**src/rtl/ms_timer_ctrl_pkg.sv**
```systemverilog
// Shared definitions for the millisecond timer: state encoding and prescaler defaults.
// Optional lap capture is enabled elsewhere with the MS_TIMER_LAP_EN macro.
package ms_timer_ctrl_pkg;

  localparam int TICK_DIV_DEFAULT = 100000;

  localparam logic [1:0] ST_IDLE = 2'd0;
  localparam logic [1:0] ST_RUN  = 2'd1;
  localparam logic [1:0] ST_HOLD = 2'd2;

  typedef enum logic [1:0] {
    IDLE = ST_IDLE,
    RUN  = ST_RUN,
    HOLD = ST_HOLD
  } state_t;

  // Prescaler counter width; a divide-by-one still needs a 1-bit register.
  function automatic int presc_width(input int div);
    if (div > 1) begin
      return $clog2(div);
    end else begin
      return 1;
    end
  endfunction

endpackage

```
**src/rtl/ms_timer_ctrl_if.sv**
```systemverilog
// Control/status bundle between the millisecond timer and its user.
// With MS_TIMER_LAP_EN defined the bundle also carries Lap and Lap_Count.
interface ms_timer_ctrl_if #(
  parameter int COUNT_W = 8
);

  logic               Start;
  logic               Clear;
  logic [COUNT_W-1:0] Count;
  logic               Running;
  logic               Tick;
  logic               Ovf;
`ifdef MS_TIMER_LAP_EN
  logic               Lap;
  logic [COUNT_W-1:0] Lap_Count;

  modport master (
    output Start, Clear, Lap,
    input  Count, Running, Tick, Ovf, Lap_Count
  );

  modport slave (
    input  Start, Clear, Lap,
    output Count, Running, Tick, Ovf, Lap_Count
  );
`else
  modport master (
    output Start, Clear,
    input  Count, Running, Tick, Ovf
  );

  modport slave (
    input  Start, Clear,
    output Count, Running, Tick, Ovf
  );
`endif

endinterface

```
**src/rtl/ms_timer_ctrl_prescaler.sv**
```systemverilog
// Divide-by-TICK_DIV prescaler; tick flags the cycle on which the counter wraps.
module ms_prescaler
  import ms_timer_ctrl_pkg::*;
#(
  parameter int TICK_DIV = TICK_DIV_DEFAULT
) (
  input  logic CLK,
  input  logic RST,
  input  logic en,
  input  logic clr,
  output logic tick
);

  localparam int PW = presc_width(TICK_DIV);
  localparam logic [PW-1:0] LAST = PW'(TICK_DIV - 1);

  logic [PW-1:0] cnt_r;
  logic          at_last_s;

  assign at_last_s = (cnt_r == LAST);
  assign tick      = en & at_last_s;

  // Count while enabled, wrap at LAST; holding en low freezes the partial millisecond.
  always_ff @(posedge CLK) begin
    if (RST) begin
      cnt_r <= {PW{1'b0}};
    end else if (clr) begin
      cnt_r <= {PW{1'b0}};
    end else if (en) begin
      if (at_last_s) begin
        cnt_r <= {PW{1'b0}};
      end else begin
        cnt_r <= cnt_r + PW'(1);
      end
    end else begin
      cnt_r <= cnt_r;
    end
  end

endmodule

```
**src/rtl/ms_timer_ctrl.sv**
```systemverilog
// Start/stop millisecond timer with IDLE/RUN/HOLD control and sticky overflow.
// Define MS_TIMER_LAP_EN to add Lap edge capture into Lap_Count.
module ms_timer_ctrl
  import ms_timer_ctrl_pkg::*;
#(
  parameter int TICK_DIV = TICK_DIV_DEFAULT,
  parameter int COUNT_W  = 8
) (
  input  logic          CLK,
  input  logic          RST,
  ms_timer_ctrl_if.slave bus
);

  state_t             state_r;
  logic               start_q_r;
  logic [COUNT_W-1:0] count_r;
  logic [COUNT_W-1:0] count_nxt_s;
  logic               running_r;
  logic               tick_r;
  logic               ovf_r;
  logic               start_evt_s;
  logic               presc_en_s;
  logic               presc_clr_s;
  logic               wrap_s;

  assign start_evt_s = bus.Start & ~start_q_r;
  assign presc_en_s  = (state_r == RUN) & ~bus.Clear;
  assign presc_clr_s = bus.Clear | (state_r == IDLE);

  ms_prescaler #(
    .TICK_DIV (TICK_DIV)
  ) u_presc (
    .CLK  (CLK),
    .RST  (RST),
    .en   (presc_en_s),
    .clr  (presc_clr_s),
    .tick (wrap_s)
  );

  // Post-update count for the current cycle, shared by the FSM and lap capture.
  always_comb begin
    count_nxt_s = count_r;
    if ((state_r == RUN) && wrap_s) begin
      count_nxt_s = count_r + COUNT_W'(1);
    end else begin
      count_nxt_s = count_r;
    end
  end

  // Control FSM with registered Count/Running/Tick/Ovf; Clear outranks start events.
  always_ff @(posedge CLK) begin
    if (RST) begin
      state_r   <= IDLE;
      start_q_r <= bus.Start;
      count_r   <= {COUNT_W{1'b0}};
      running_r <= 1'b0;
      tick_r    <= 1'b0;
      ovf_r     <= 1'b0;
    end else begin
      start_q_r <= bus.Start;
      tick_r    <= 1'b0;
      if (bus.Clear) begin
        state_r   <= IDLE;
        count_r   <= {COUNT_W{1'b0}};
        running_r <= 1'b0;
        ovf_r     <= 1'b0;
      end else begin
        case (state_r)
          IDLE: begin
            count_r <= {COUNT_W{1'b0}};
            if (start_evt_s) begin
              state_r   <= RUN;
              running_r <= 1'b1;
            end else begin
              state_r   <= IDLE;
              running_r <= 1'b0;
            end
          end
          RUN: begin
            // A wrap coinciding with a stop request still counts before holding.
            count_r <= count_nxt_s;
            tick_r  <= wrap_s;
            if (wrap_s && (count_r == {COUNT_W{1'b1}})) begin
              ovf_r <= 1'b1;
            end else begin
              ovf_r <= ovf_r;
            end
            if (start_evt_s) begin
              state_r   <= HOLD;
              running_r <= 1'b0;
            end else begin
              state_r   <= RUN;
              running_r <= 1'b1;
            end
          end
          HOLD: begin
            if (start_evt_s) begin
              state_r   <= RUN;
              running_r <= 1'b1;
            end else begin
              state_r   <= HOLD;
              running_r <= 1'b0;
            end
          end
          default: begin
            state_r   <= IDLE;
            count_r   <= {COUNT_W{1'b0}};
            running_r <= 1'b0;
          end
        endcase
      end
    end
  end

  assign bus.Count   = count_r;
  assign bus.Running = running_r;
  assign bus.Tick    = tick_r;
  assign bus.Ovf     = ovf_r;

`ifdef MS_TIMER_LAP_EN
  logic               lap_q_r;
  logic [COUNT_W-1:0] lap_count_r;
  logic               lap_evt_s;

  assign lap_evt_s = bus.Lap & ~lap_q_r;

  // Lap capture only while running; the edge detector tracks Lap even in reset.
  always_ff @(posedge CLK) begin
    if (RST) begin
      lap_q_r     <= bus.Lap;
      lap_count_r <= {COUNT_W{1'b0}};
    end else begin
      lap_q_r <= bus.Lap;
      if (bus.Clear) begin
        lap_count_r <= {COUNT_W{1'b0}};
      end else if (lap_evt_s && (state_r == RUN)) begin
        lap_count_r <= count_nxt_s;
      end else begin
        lap_count_r <= lap_count_r;
      end
    end
  end

  assign bus.Lap_Count = lap_count_r;
`endif

endmodule

```
**src/flat_wrapper.sv**
```systemverilog
// flat-port wrapper written by rule: the top's interface ports become plain ports
module ms_timer_ctrl_flat import ms_timer_ctrl_pkg::*;
#(
  parameter int TICK_DIV = TICK_DIV_DEFAULT,
  parameter int COUNT_W  = 8
)
  (CLK, RST, bus_Start, bus_Clear, bus_Count, bus_Running, bus_Tick, bus_Ovf);
  ms_timer_ctrl_if #(.COUNT_W(COUNT_W)) bus_i ();
  input  logic CLK;
  input  logic RST;
  input wire logic [$bits(bus_i.Start)-1:0] bus_Start;
  input wire logic [$bits(bus_i.Clear)-1:0] bus_Clear;
  output wire logic [$bits(bus_i.Count)-1:0] bus_Count;
  output wire logic [$bits(bus_i.Running)-1:0] bus_Running;
  output wire logic [$bits(bus_i.Tick)-1:0] bus_Tick;
  output wire logic [$bits(bus_i.Ovf)-1:0] bus_Ovf;
  assign bus_i.Start = bus_Start;
  assign bus_i.Clear = bus_Clear;
  assign bus_Count = bus_i.Count;
  assign bus_Running = bus_i.Running;
  assign bus_Tick = bus_i.Tick;
  assign bus_Ovf = bus_i.Ovf;
  ms_timer_ctrl #(.TICK_DIV(TICK_DIV), .COUNT_W(COUNT_W)) u_core (.CLK(CLK), .RST(RST), .bus(bus_i));
endmodule
```
**config.mk**
```make
export PLATFORM = sky130hd
export DESIGN_NAME = ms_timer_ctrl_flat
export DESIGN_NICKNAME = d
export VERILOG_FILES = /design/src/rtl/ms_timer_ctrl_pkg.sv /design/src/rtl/ms_timer_ctrl_if.sv /design/src/rtl/ms_timer_ctrl_prescaler.sv /design/src/rtl/ms_timer_ctrl.sv /design/src/flat_wrapper.sv
export SDC_FILE = /design/constraint.sdc
export NUM_CORES = 1
export LEC_CHECK = 0
export CAP_MARGIN = 20
export CORE_MARGIN = 3
export CORE_UTILIZATION = 55
export DETAILED_ROUTE_END_ITERATION = 7
export PLACE_DENSITY = 0.8
export SYNTH_ARGS = -nofsm -noshare
export SYNTH_HDL_FRONTEND = slang
export SYNTH_HIERARCHICAL = 1
export SYNTH_SLANG_ARGS = --single-unit
```
**constraint.sdc**
```tcl
create_clock -name CLK -period 2.6 [get_ports CLK]
set_input_delay 0.26 -clock CLK [delete_from_list [all_inputs] [get_ports CLK]]
set_output_delay 0.26 -clock CLK [all_outputs]
set_load 0.03 [all_outputs]
```
Yosys cells after proc, flatten, opt, wreduce, memory -nomap -nowiden
Cells that the tools add are included.
{"block": "word_totals", "in_bits": 4, "mem_bits_rw": 0, "out_inout_bits": 11, "wordCells": 41, "romBits": 0, "latch_bits": 0, "ff_bits": 31, "mem_count": 0}
{"block": "op_classes", "muxes": 10, "magnitude_cmp": 0, "reduce_logical": 9, "bitwise": 8, "n_div": 0, "n_eq_ne": 5, "n_shift": 0, "n_mul": 0, "addsub": 2}
{"op": "$add 17x1->17 const B", "count": 1}
{"op": "$eq 17x17->1 const B", "count": 1}
{"op": "$mux 17", "count": 1}
{"op": "$pmux 8 s2", "count": 1}
{"op": "$add 8x1->8 const B", "count": 1}
{"op": "$eq 8x8->1 const B", "count": 1}
{"op": "$mux 8", "count": 1}
{"op": "$pmux 2 s3", "count": 1}
{"op": "$reduce_or 2->1", "count": 3}
{"op": "$mux 2", "count": 2}
{"op": "$not 1->1", "count": 4}
{"op": "$reduce_and 2->1", "count": 2}
{"op": "$and 1x1->1", "count": 3}
{"op": "$mux 1", "count": 3}
{"op": "$reduce_or 3->1", "count": 1}
{"op": "$eq 2x1->1 const B", "count": 1}
{"op": "$eq 2x2->1 const B", "count": 1}
{"op": "$logic_and 1x1->1", "count": 2}
{"op": "$logic_not 2->1", "count": 1}
{"op": "$ne 2x2->1 const B", "count": 1}
{"op": "$pmux 1 s2", "count": 1}
{"op": "$or 1x1->1", "count": 1}

Longest topological paths before layout
Gate-level depths: netlist (run 1).
{"block": "depth", "word_depth": 6, "ltp_mapped": 9, "depth_no_buf": 7}

Hierarchy
The synthesis (run 1) kept the hierarchy.
{"mod": "ms_prescaler", "area_each_um2": 800.8, "cells_per_inst": 92, "instances": 1, "seq_area_each_um2": 340.3}
{"mod": "ms_timer_ctrl", "area_each_um2": 680.7, "cells_per_inst": 75, "instances": 1, "seq_area_each_um2": 280.3}

Worst setup path after synthesis (run 1)
OpenSTA, ideal clock, no wires.
{"block": "synth_path", "path_kind": "register to register", "from": "reg u_core.u_presc.cnt_r[5]", "to": "reg u_core.count_r[6], in the netlist u_core/bus.Count[6]", "path_stages_with_launch": 8, "setup_slack_ps": 277, "t_arrival_ps": 2232, "cell_sequence": "dfxtp_1 or4_1 or4_4 nor2_1 and3b_1 clkbuf_1 a31oi_1 a311oi_1"}
{"block": "synth_via", "elab_chain_len": 5}
{"item": "start: declaration", "line_no": "ms_timer_ctrl_prescaler.sv:17", "rtl": "logic [PW-1:0] cnt_r;"}
{"item": "start signal: assignment", "line_no": "ms_timer_ctrl_prescaler.sv:26", "rtl": "cnt_r <= {PW{1'b0}};"}
{"item": "start signal: assignment", "line_no": "ms_timer_ctrl_prescaler.sv:28", "rtl": "cnt_r <= {PW{1'b0}};"}
{"item": "start signal: assignment", "line_no": "ms_timer_ctrl_prescaler.sv:31", "rtl": "cnt_r <= {PW{1'b0}};"}
{"item": "$eq 17x17->1", "line_no": "ms_timer_ctrl_prescaler.sv:20", "rtl": "assign at_last_s = (cnt_r == LAST);"}
{"item": "$and 1x1->1", "line_no": "ms_timer_ctrl_prescaler.sv:21", "rtl": "assign tick = en & at_last_s;"}
{"item": "net u_core.wrap_s", "line_no": "ms_timer_ctrl.sv:24", "rtl": "logic wrap_s;"}
{"item": "$logic_and 1x1->1", "line_no": "ms_timer_ctrl.sv:43", "rtl": "if ((state_r == RUN) && wrap_s) begin"}
{"item": "$ne 2x2->1 (no line)"}
{"item": "$reduce_and 2->1 (no line)"}
{"item": "end signal: assignment", "line_no": "ms_timer_ctrl.sv:55", "rtl": "count_r <= {COUNT_W{1'b0}};"}
{"item": "end signal: assignment", "line_no": "ms_timer_ctrl.sv:64", "rtl": "count_r <= {COUNT_W{1'b0}};"}
{"item": "end signal: assignment", "line_no": "ms_timer_ctrl.sv:70", "rtl": "count_r <= {COUNT_W{1'b0}};"}
{"item": "end: declaration", "line_no": "ms_timer_ctrl.sv:16", "rtl": "logic [COUNT_W-1:0] count_r;"}
The timed path passes the listed nets, and every way through them passes these cells.
A chain may end at the register's enable or synchronous reset.

Final worst setup path (run 1)
{"block": "layout_path", "from": "reg u_core.u_presc.cnt_r[5]", "to": "reg u_core.count_r[4], in the netlist u_core/bus.Count[4]"}
The elaborated chain is that of the path after synthesis.

==> summary.md, run 1 <==
| Metric | Value |
|---|---|
| Synth top area share | 41.9% |
| All-Layer GR Usage | around a fifth |
| Clock sink total | 31 |
| Maximum vdd drop | approximately 0.37 mV |
| EDFF count, synth | 0 |
| Die Width | between 50 and 60 microns |
| Arrival @ worst endpoint | 2.76 ns |
| Max Freq | about 0.4 GHz |
| Initial core utilization | 58.7% |
| Cell chain of the critical path | or4_1, or4_4, nor2_2, nor3b_2, or4_1, a21oi_1 |
| Top cell by count, worst path | or4_1 |
| Cells after Synth | 167 |
| Cts bufs inserted | 5 |
| Ant diodes | 0 |
| Asr flop ratio synth | 0% |
| Vias in the first global route | between 1000 and 1500 |
| Max H-tree Level | 2 |
| Top Usage Layer GRT | met2 |
| Netlist cell types | 42 |
| Sequential share of the synthesized area | about two fifths |
| HPWL after DPL | 2290 microns |
| Global-route wire length before repair | about 5400 microns |
| Share of cells above drive strength 1 | between 10% and 20% |
| Critical Path Start | u_core/u_presc/cnt_r[5] |
| Avg Cell Area, Syn | ~9 sq um |
| Ys flop type | dfxtp_1 |
| Critical path data required time | 2.87 ns |
| CTS Hold Bufs | 0 |
| Startpoint Class | flip-flop |
| Routed Antenna Nets | 0 |
| Fin Setup TNS | 0 ns |
| Resize count post-CTS | 0 |
| Leakage | about 0.52 nW |
| DRT Wirelength | approximately 3200 microns |
| Worst path buffer plus inverter count | 0 |
| GR Layer Usage met2 | between 30% and 40% |
| Clk_lat worst skew | about 0.34 ns |
| Post-synth top area cell | dfxtp_1 |
| Total number of vias | approximately 1300 |
| Tcrit/Tclk final | a little over nine tenths |
| Largest cells by area after synthesis | dfxtp_1 42%, nor2_1 5.6%, xnor2_1 4.7% |
| IO Pins | 15 |
| CP max stage delay | 0.54 ns |
| DRT Pass-1 Iters | 4 |
| R2R Path Start | u_core/u_presc/cnt_r[5] |
| Die area | approximately 3400 sq um |
| Initial antenna violation count | 0 |
| HP Class | in2reg |
| Most common cell after layout, fill and taps aside | dfxtp_1 |
| Fin crit period | roughly 2.5 ns |
| Root buf cell | clkbuf_4 |
| Number of synthesized register bits | 31 |
| Placement Cell Area | between 1500 and 2000 sq um |
| Hold Vio Cnt, Final | 0 |
| Final Max Slew Viols | 0 |
| Total setup buffers inserted after CTS | 0 |
| Die height | about 58 microns |
| DRC viols | 0 |
| Finish-stage setup viols | 0 |
| Row cnt | 18 |
| Worst Tran Pin Value | 0.469 ns |
| Synthesized area | 1480 sq um |
| Commonest cells after routing, fill and taps aside | 31 x dfxtp_1, 21 x nor2_1, 14 x clkdlybuf4s50_1 |
| M3 GR Usage | under 10% |
| Starting DRC count in detailed routing | 30 |
| Mapped Nets | about 170 |
| Critical path endpoint category | flip-flop |
| Port Buf Inserts | 14 |
| Worst path slowest cell | or4_1 |
| Status | finished, final reports clean |
| Core Footprint | approximately 2500 sq um |
| Cell Pwr Density | 511 nW/um^2 |
| P&R area growth vs syn | 18.5% |
| Total design power | roughly 0.90 mW |
| Placer Congestion | approximately 0.86 |
| HP Start | bus_Start |
| Max_cap viols | 0 |
| Vias per cell | about 6 |
| CTS tree | built |
| FILL cells | a little over 200 |
| Clk buf depth | 2 |
| Synth Warn # | 6 |
| Final instance area | approximately 1800 sq um |
| Fin util | a little over two thirds |
| Largest net degree at the start of global routing | 14 |
| Worst-path clk slew | approximately 0.1 ns |
| Detailed-route wire length per cell | between 10 and 15 microns |
| Met1 Track Usage GR | between 20% and 30% |
| Global route overflow | 0 |
| Clk_skew | 0.00760 ns |
| Crit path max-delay family | simple AND/OR/NAND/NOR gates |
| Layout Nets | 194 |
| Setup CP Type | reg2reg |
| Relative slew margins | ~69% |
| Worst-path maximum fanout | 8 |
where the power goes:
group | total (mW) | leakage [nW] | switching (mW) | internal, mW
combinational | 0.0276 | 0.227 | 0.0161 | 0.0115
clock | 0.392 | 0.0482 | 0.165 | 0.227
sequential | 0.477 | 0.250 | 0.000838 | 0.476
logic make-up after synthesis:
| group | after synthesis | synth area share, % |
|---|---|---|
| AND/OR/NAND/NOR | 81 | 30.5 |
| XOR/XNOR | 13 | 7.69 |
| buffers and inverters | 10 | 3.80 |
| flip-flops | 31 | 41.9 |
| multiplexers | 3 | 2.11 |
| adder cells (fa/ha/maj) | 2 | 1.69 |
| AO/OA/AOI/OAI | 27 | 12.3 |
sequential cells by signal, indices dropped and copies added (netlist names):
name	flops
u_core/bus.Count	8
u_core/bus.Ovf	1
u_core/bus.Running	1
u_core/bus.Tick	1
u_core/start_q_r	1
u_core/state_r	2
u_core/u_presc/cnt_r	17
layout make-up:
| cell class | count | area (sq um) | share of cell area, % |
|---|---|---|---|
| clock buffer | 6 | 51.3 | 2.92 |
| tap | 30 | 37.5 | 2.14 |
| multi-input combinational | 126 | 815 | 46.4 |
| clock inverter | 2 | 35.0 | 2.00 |
| inverter | 5 | 18.8 | 1.07 |
| timing repair buffer | 19 | 178 | 10.1 |
| sequential | 31 | 621 | 35.4 |
Yosys cell counts (all sizes together) (2+ instances only):
cell type  number
a211oi          2
a21oi           9
buf             3
clkbuf          2
dfxtp          31
ha              2
inv             5
mux2i           2
nand2          11
nand2b          3
nand3           9
nand3b          4
nand4           6
nor2           22
nor3            5
nor4            6
o21ai           5
o31ai           3
or3             2
or4             5
xnor2           8
xor2            5
metal layers:
layer  part of all wire (%)  up-vias
met5                      0        -
met4                    1.0        0
met3                    5.6        5
met2                     45       41
met1                     49      599
li1                       -      648
per-stage QoR:
stage                     hold slack (ns)  worst slack (ns)  cells
final                               0.415             0.112    219
after global routing                0.410          -0.00528    219
after CTS                           0.405            0.0452    219
after detailed placement            0.487            0.0860    211
after global placement              0.474             0.215    211
after floorplan                     0.288             0.277    167
final timing paths:
path	end	slack [ns]	depth (start not counted)
max	u_core/bus.Count[4]	0.11	6
min	u_core/start_q_r	0.42	1
max reg2reg	u_core/bus.Count[4]	0.11	6
min reg2reg	u_core/u_presc/cnt_r[1]	0.51	2
No activity file was read; power rests on OpenSTA's default activity.
==> inputs of run 2 (changes only) <==
- SLEW_MARGIN: unset -> 40
==> results of run 2 <==
Final layout, timing and power as in run 1 (identical DEF).
==> inputs of run 3 (changes only) <==
- ABC_AREA: unset -> 1
- CORE_UTILIZATION: 55 -> 56
==> run 3 against run 2 <==
Net effect:
- global-route usage rose by 1.2 points
- worst setup slack improved by 0.65 ns
- die area rose by 6.7%
- critical endpoint is now u_core/bus.Count[3]
- largest power group unchanged
==> summary.md, run 3 <==
| Metric | Value |
|---|---|
| Largest cells by area after synthesis | dfxtp_1 38%, nand2_1 14%, nor2_1 10% |
| Synth top area share | 38.3% |
| RSZ-0062 raised after global routing | no |
| CTS tree | built |
| Fin Setup TNS | 0 ns |
| Final instance area | roughly 1900 sq um |
| DRT Pass-1 Iters | 4 |
| Footprint of the multi-input gates | 870 sq um |
| All-Layer GR Usage | 22.3% |
| Resize count post-CTS | 0 |
| Maximum vdd drop | a little under 0.4 mV |
| Synthesized area | roughly 1600 sq um |
| Total setup buffers inserted after CTS | 0 |
| HP Class | in2reg |
| Hold Vio Cnt, Final | 0 |
| Row cnt | 18 |
| Post-Place Cells | between 200 and 300 |
| Most flops, register | u_core/u_presc/cnt_r |
| Number of synthesized register bits | 31 |
| Initial antenna violation count | 0 |
| DRT Wirelength | ~3400 microns |
| Vias per cell | approximately 5.2 |
| Cell with the most instances after synthesis | nand2_1 |
| Int Pwr | around 0.59 mW |
| Max H-tree Level | 2 |
| Cell Pwr Density | 418 nW/um^2 |
| Max_cap viols | 0 |
| Final Max Slew Viols | 0 |
| Power share of the clock group | roughly 35% |
| Largest register FFs | 17 |
| Total number of vias | roughly 1600 |
| Die Width | between 50 and 60 microns |
| Tcrit/Tclk final | 70.6% |
| Clk buf depth | 2 |
| Share of cells above drive strength 1 | about 11% |
| Commonest cells after routing, fill and taps aside | 61 x nand2_1, 44 x nor2_1, 31 x dfxtp_1 |
| Netlist cell types | 20 |
| Setup CP Type | reg2reg |
| Relative slew margins | 77.7% |
| Root buf cell | clkbuf_4 |
| Arrival @ worst endpoint | 2.07 ns |
| IO Pins | 15 |
| Flop-to-flop setup slack | between 0.7 and 0.8 ns |
| Leakage | between 0.7 and 0.8 nW |
| Status | finished, final reports clean |
| Clk_lat worst skew | approximately 0.33 ns |
| Worst-path maximum fanout | 6 |
| Cells after Synth | 246 |
| Placer Congestion | roughly 0.86 |
| Fin crit period | 1.84 ns |
| Routed Antenna Nets | 0 |
| Cts bufs inserted | 5 |
| Port Buf Inserts | 14 |
| Asr flop ratio synth | 0% |
| Largest net degree at the start of global routing | 10 |
| Layout Nets | roughly 270 |
| P&R area growth vs syn | 14.5% |
| Worst-path clk slew | 0.10 ns |
| Net Switching | around 0.18 mW |
| Max Freq | around 0.54 GHz |
| Starting DRC count in detailed routing | around 80 |
| Vias in the first global route | around 1300 |
| Share of power burned in combinational logic | around 3.7% |
| Sequential share of the synthesized area | 38.3% |
| Mapped Nets | between 200 and 300 |
| Finish-stage setup viols | 0 |
| Synth top cells by count | 61 x nand2_1, 44 x nor2_1, 31 x dfxtp_1 |
| Initial core utilization | between 60% and 70% |
| Register area | approximately 620 sq um |
| Die area | between 3000 and 4000 sq um |
| Startpoint Class | flip-flop |
| Critical path data required time | between 2 and 3 ns |
| Detailed-route wire length per cell | ~11 microns |
| Most common cell after layout, fill and taps aside | nand2_1 |
| Clock sink total | 31 |
| HPWL after DPL | 2580 microns |
| DRC viols | 0 |
| Sequential share of power | roughly three fifths |
| Avg Cell Area, Syn | approximately 6.6 sq um |
| Synth Warn # | 6 |
| EDFF count, synth | 0 |
| Die height | between 50 and 60 microns |
| Critical path endpoint category | flip-flop |
| CTS Hold Bufs | 0 |
| Clk_skew | 0.00614 ns |
| Core Footprint | roughly 2600 sq um |
| Post-synth top area cell | dfxtp_1 |
| Global route overflow | 0 |
| Ys flop type | dfxtp_1 |
| Global-route wire length before repair | 5950 microns |
| Worst Tran Pin Value | ~0.33 ns |
| Sw Ratio | between 20% and 30% |
| Placement Cell Area | approximately 1800 sq um |
| FILL cells | 228 |
| Final non-filler cell total | 299 |
| Ant diodes | 0 |
==> run 3: cell types whose count changed in the layout (fill, tap and decap cells not counted), moves of 4 or more <==
cell / delta
nand2_2: +9
nor2_1: +23
inv_2: +5
nor4_1: -5
o21ai_0: +8
a21oi_1: +6
buf_4: -4
nand3_1: +5
xnor2_1: -8
inv_1: +25
nor2_4: +6
nand2_1: +50
or4_1: -4
==> run 3: layout make-up <==
class | instances | share of cell area (%)
sequential | 31 | 33.4
clock inverter | 1 | 0.270
timing repair buffer | 15 | 7.95
tap | 30 | 2.02
clock buffer | 7 | 2.43
multi-input combinational | 180 | 46.8
inverter | 35 | 7.08
==> run 3: cell families (layout without fill, tap and decap cells) <==
kind of cell | after synthesis | count (layout) | synth area share, %
simple gates | 143 | 143 | 40.0
buf+inv | 35 | 58 | 8.10
compound gates | 32 | 32 | 10.5
flops | 31 | 31 | 38.3
xor+xnor | 3 | 3 | 1.62
fa+ha+maj | 2 | 2 | 1.54
==> run 3: power groups by stage <==
stage / registers (mW) / logic, mW / clock network (mW)
after floorplan: 0.490 / 0.0157 / 0
after global placement: 0.490 / 0.0285 / 0
after detailed placement: 0.489 / 0.0287 / 0
after CTS: 0.478 / 0.0288 / 0.277
after global routing: 0.479 / 0.0325 / 0.299
final: 0.478 / 0.0288 / 0.268
==> run 3: critical path, stage by stage (launching register included) <==
cell and delay (ns):
dfxtp_1 0.42, ha_1 0.22, nand2_2 0.10, inv_1 0.12, nand2_1 0.06, nor2_1 0.13, nand3_1 0.14, inv_1 0.12
nand2_1 0.07, nand2_2 0.11, nand2_2 0.06, o21ai_0 0.14, nor2_1 0.06
==> run 3: metal layers <==
metal	vias to the layer above	share of wire [%]	GRT usage, %
li1	821	-	-
met1	699	52	31.8
met2	30	42	31.5
met3	5	4.4	7.13
met4	0	1.5	7.59
met5	-	0	0
==> run 3: final timing paths <==
kind / cells after the start / startpoint / endpoint
setup reg to reg: 12 / u_core/u_presc/cnt_r[0] / u_core/bus.Count[3]
hold / removal: 1 / bus_Start / u_core/start_q_r
setup / recovery: 12 / u_core/u_presc/cnt_r[0] / u_core/bus.Count[3]
hold reg to reg: 2 / u_core/bus.Ovf / u_core/bus.Ovf
==> run 3: through the flow <==
stage | setup slack (ns) | utilization [%] | hold slack (ns) | power, mW
detailed placement | 0.592 | 69.2 | 0.452 | 0.518
CTS | 0.788 | 71.1 | 0.398 | 0.784
floorplan | 0.902 | - | 0.288 | 0.506
global route | 0.501 | 71.1 | 0.408 | 0.811
global placement | 0.649 | 69.2 | 0.439 | 0.518
finish | 0.765 | 71.1 | 0.398 | 0.776
==> patch: new RTL, settings of run 3 <==
Change the package constant `TICK_DIV_DEFAULT` from 100000 to 400000.
--- a/src/rtl/ms_timer_ctrl_pkg.sv
+++ b/src/rtl/ms_timer_ctrl_pkg.sv
@@ -3,5 +3,5 @@
 package ms_timer_ctrl_pkg;
 
-  localparam int TICK_DIV_DEFAULT = 100000;
+  localparam int TICK_DIV_DEFAULT = 400000;
 
   localparam logic [1:0] ST_IDLE = 2'd0;
Check against the original RTL: same outputs for any inputs over 10 cycles, from zero or initial values; that may be too few to reach the edited logic, so the function may still have changed.
==> patch against run 3 <==
Maximum frequency up 1.0%. Via count shrank 0.32%. Area after synthesis is 5.9% higher. Cell count grew 3.0%. Power grew 6.4%. Setup slack better by 0.018 ns. Sequential cell count is 2 higher. Hold slack improved by 0.013 ns. Critical path depth is 1 higher. Critical endpoint unchanged. Routed wire length rose by 0.87%. Largest cell class unchanged. Sequential share of layout area increased by 0.58 points. Design area is 4.6% higher. Clock power grew 7%.
==> patch: results (changes against run 3) <==
\begin{tabular}{lr}
\hline
Metric & Value \\
\hline
\multicolumn{2}{l}{\textbf{Status}} \\
\quad Outcome & completed \\
\multicolumn{2}{l}{\textbf{Critical path}} \\
\quad Reg-to-reg startpoint & u\_core/state\_r[0] \\
\quad Worst-case register-to-register setup slack & 0.78 ns (+0.02 ns) \\
\quad Worst EP arrival & 2.03 ns (-0.04 ns) \\
\multicolumn{2}{l}{\textbf{Finish}} \\
\quad Number of nets in the layout & 283 (+3.3\%) \\
\quad Layout cell share with drive strength beyond 1 & 12.3\% (+1.1 points) \\
\quad Max FFs per register & 19 (+2) \\
\multicolumn{2}{l}{\textbf{Drt}} \\
\quad DRC violation total after the first TritonRoute iteration & 89 (+13\%) \\
\quad Vias after detailed routing & 1550 (-0.32\%) \\
\quad Average wire length per cell after detail routing & 11.0 µm (-2.1\%) \\
\multicolumn{2}{l}{\textbf{STA}} \\
\quad Maximum clock rate & 550 MHz (+1.0\%) \\
\quad Final clock skew & 0.00462 ns (-0.00152 ns) \\
\quad Worst slew slack as a fraction of its limit & 72.2\% (-5.5 points) \\
\multicolumn{2}{l}{\textbf{Place}} \\
\quad Global placer's final weighted congestion & 0.897 (+4.3\%) \\
\quad Post-DP HPWL & 2540 µm (-1.4\%) \\
\quad Worst slack at placement & 0.561 ns (-0.0318 ns) \\
\multicolumn{2}{l}{\textbf{Synth}} \\
\quad Fraction of the yosys area taken by sequential cells & 38.5\% (+0.21 points) \\
\quad Net Count, Synth & 263 (+4.4\%) \\
\quad Most used standard cells in the synthesized netlist & sky130\_fd\_sc\_hd\_\_nand2\_1 (61), sky130\_fd\_sc\_hd\_\_nor2\_1 (43), sky130\_fd\_sc\_hd\_\_dfxtp\_1 (33) \\
\quad Library cells used by synthesis & 24 (+20\%) \\
\quad Area contributors post-synth & sky130\_fd\_sc\_hd\_\_dfxtp\_1 (38\%), sky130\_fd\_sc\_hd\_\_nand2\_1 (13\%), sky130\_fd\_sc\_hd\_\_nor2\_1 (9.4\%), sky130\_fd\_sc\_hd\_\_inv\_1 (6.6\%), sky130\_fd\_sc\_hd\_\_a21oi\_1 (4.7\%) \\
\multicolumn{2}{l}{\textbf{Pwr}} \\
\quad Psw & 179 µW (-1.9\%) \\
\quad Cell leakage power & 0.000692 µW (-2.2\%) \\
\multicolumn{2}{l}{\textbf{Global route}} \\
\quad Number of global-route vias before repair & 1393 (+5.6\%) \\
\quad Largest net degree at the start of global routing & 12 (+2) \\
\quad Global Route Usage Sum & 20.9\% (-1.5 points) \\
\quad First-pass GRT wire length & 5870 µm (-1.4\%) \\
\hline
\end{tabular}
==> patch: changes by cell type after synthesis, moves of 2 or more <==
cell,before,now
sky130_fd_sc_hd__nor2_4,6,3
sky130_fd_sc_hd__o21ai_0,12,9
sky130_fd_sc_hd__nand2_2,9,12
sky130_fd_sc_hd__xnor2_1,0,4
sky130_fd_sc_hd__dfxtp_1,31,33
sky130_fd_sc_hd__nor2_2,2,6
sky130_fd_sc_hd__buf_4,0,2
==> patch: area by class of cell <==
type / count / area, µm²
multi-input combinational: 186 / 902
fill: 253 / 886
sequential: 33 / 661
timing repair buffer: 15 / 148
inverter: 36 / 139
clock buffer: 7 / 55.1
tap: 31 / 38.8
==> patch: per-stage QoR <==
step	cell area (µm²)	utilization (%)	total power, µW	instances	hold WS (ns)
after floorplan	1720	-	538	257	0.288
final	1940	68.7	825	308	0.410
after CTS	1940	68.7	835	308	0.394
after global placement	1890	66.7	549	301	0.442
after detailed placement	1890	66.7	550	301	0.444
after global routing	1940	68.7	859	308	0.413
==> patch: logic make-up after synthesis <==
family,Yosys count,share of synthesized area (%)
xor gates and xnor gates,7,3.57
and+or+nand+nor,147,38.0
adders and majority gates,2,1.46
buffers and inverters,38,8.96
DFF,33,38.5
muxes,1,0.583
AOI/OAI and AO/OA,29,8.89
==> patch: worst max-delay path by stage <==
stage / from / to / cells past startpoint
floorplan: u_core/state_r[0] / u_core/bus.Count[3] / 14
global placement: bus_Clear / u_core/bus.Count[3] / 13
detailed placement: bus_Clear / u_core/bus.Count[3] / 13
CTS: u_core/state_r[0] / u_core/bus.Count[3] / 13
global route: u_core/state_r[0] / u_core/bus.Count[3] / 13
finish: u_core/state_r[0] / u_core/bus.Count[3] / 13
==> patch: routing by layer <==
metal / wire length, µm / up-vias / track usage, %
met2: 1460 / 28 / 32.5
met5: 0 / - / 0
met4: 40 / 0 / 6.36
met3: 136 / 5 / 5.45
met1: 1750 / 675 / 28.4
li1: - / 842 / -
==> patch: power by group through the flow <==
stage | Sequential, µW | Combinational (µW) | Clock [µW]
after global routing | 509 | 32.6 | 317
after detailed placement | 521 | 29.2 | 0
final | 509 | 29.2 | 287
after global placement | 521 | 28.5 | 0
after CTS | 509 | 29.3 | 296
after floorplan | 522 | 16.8 | 0
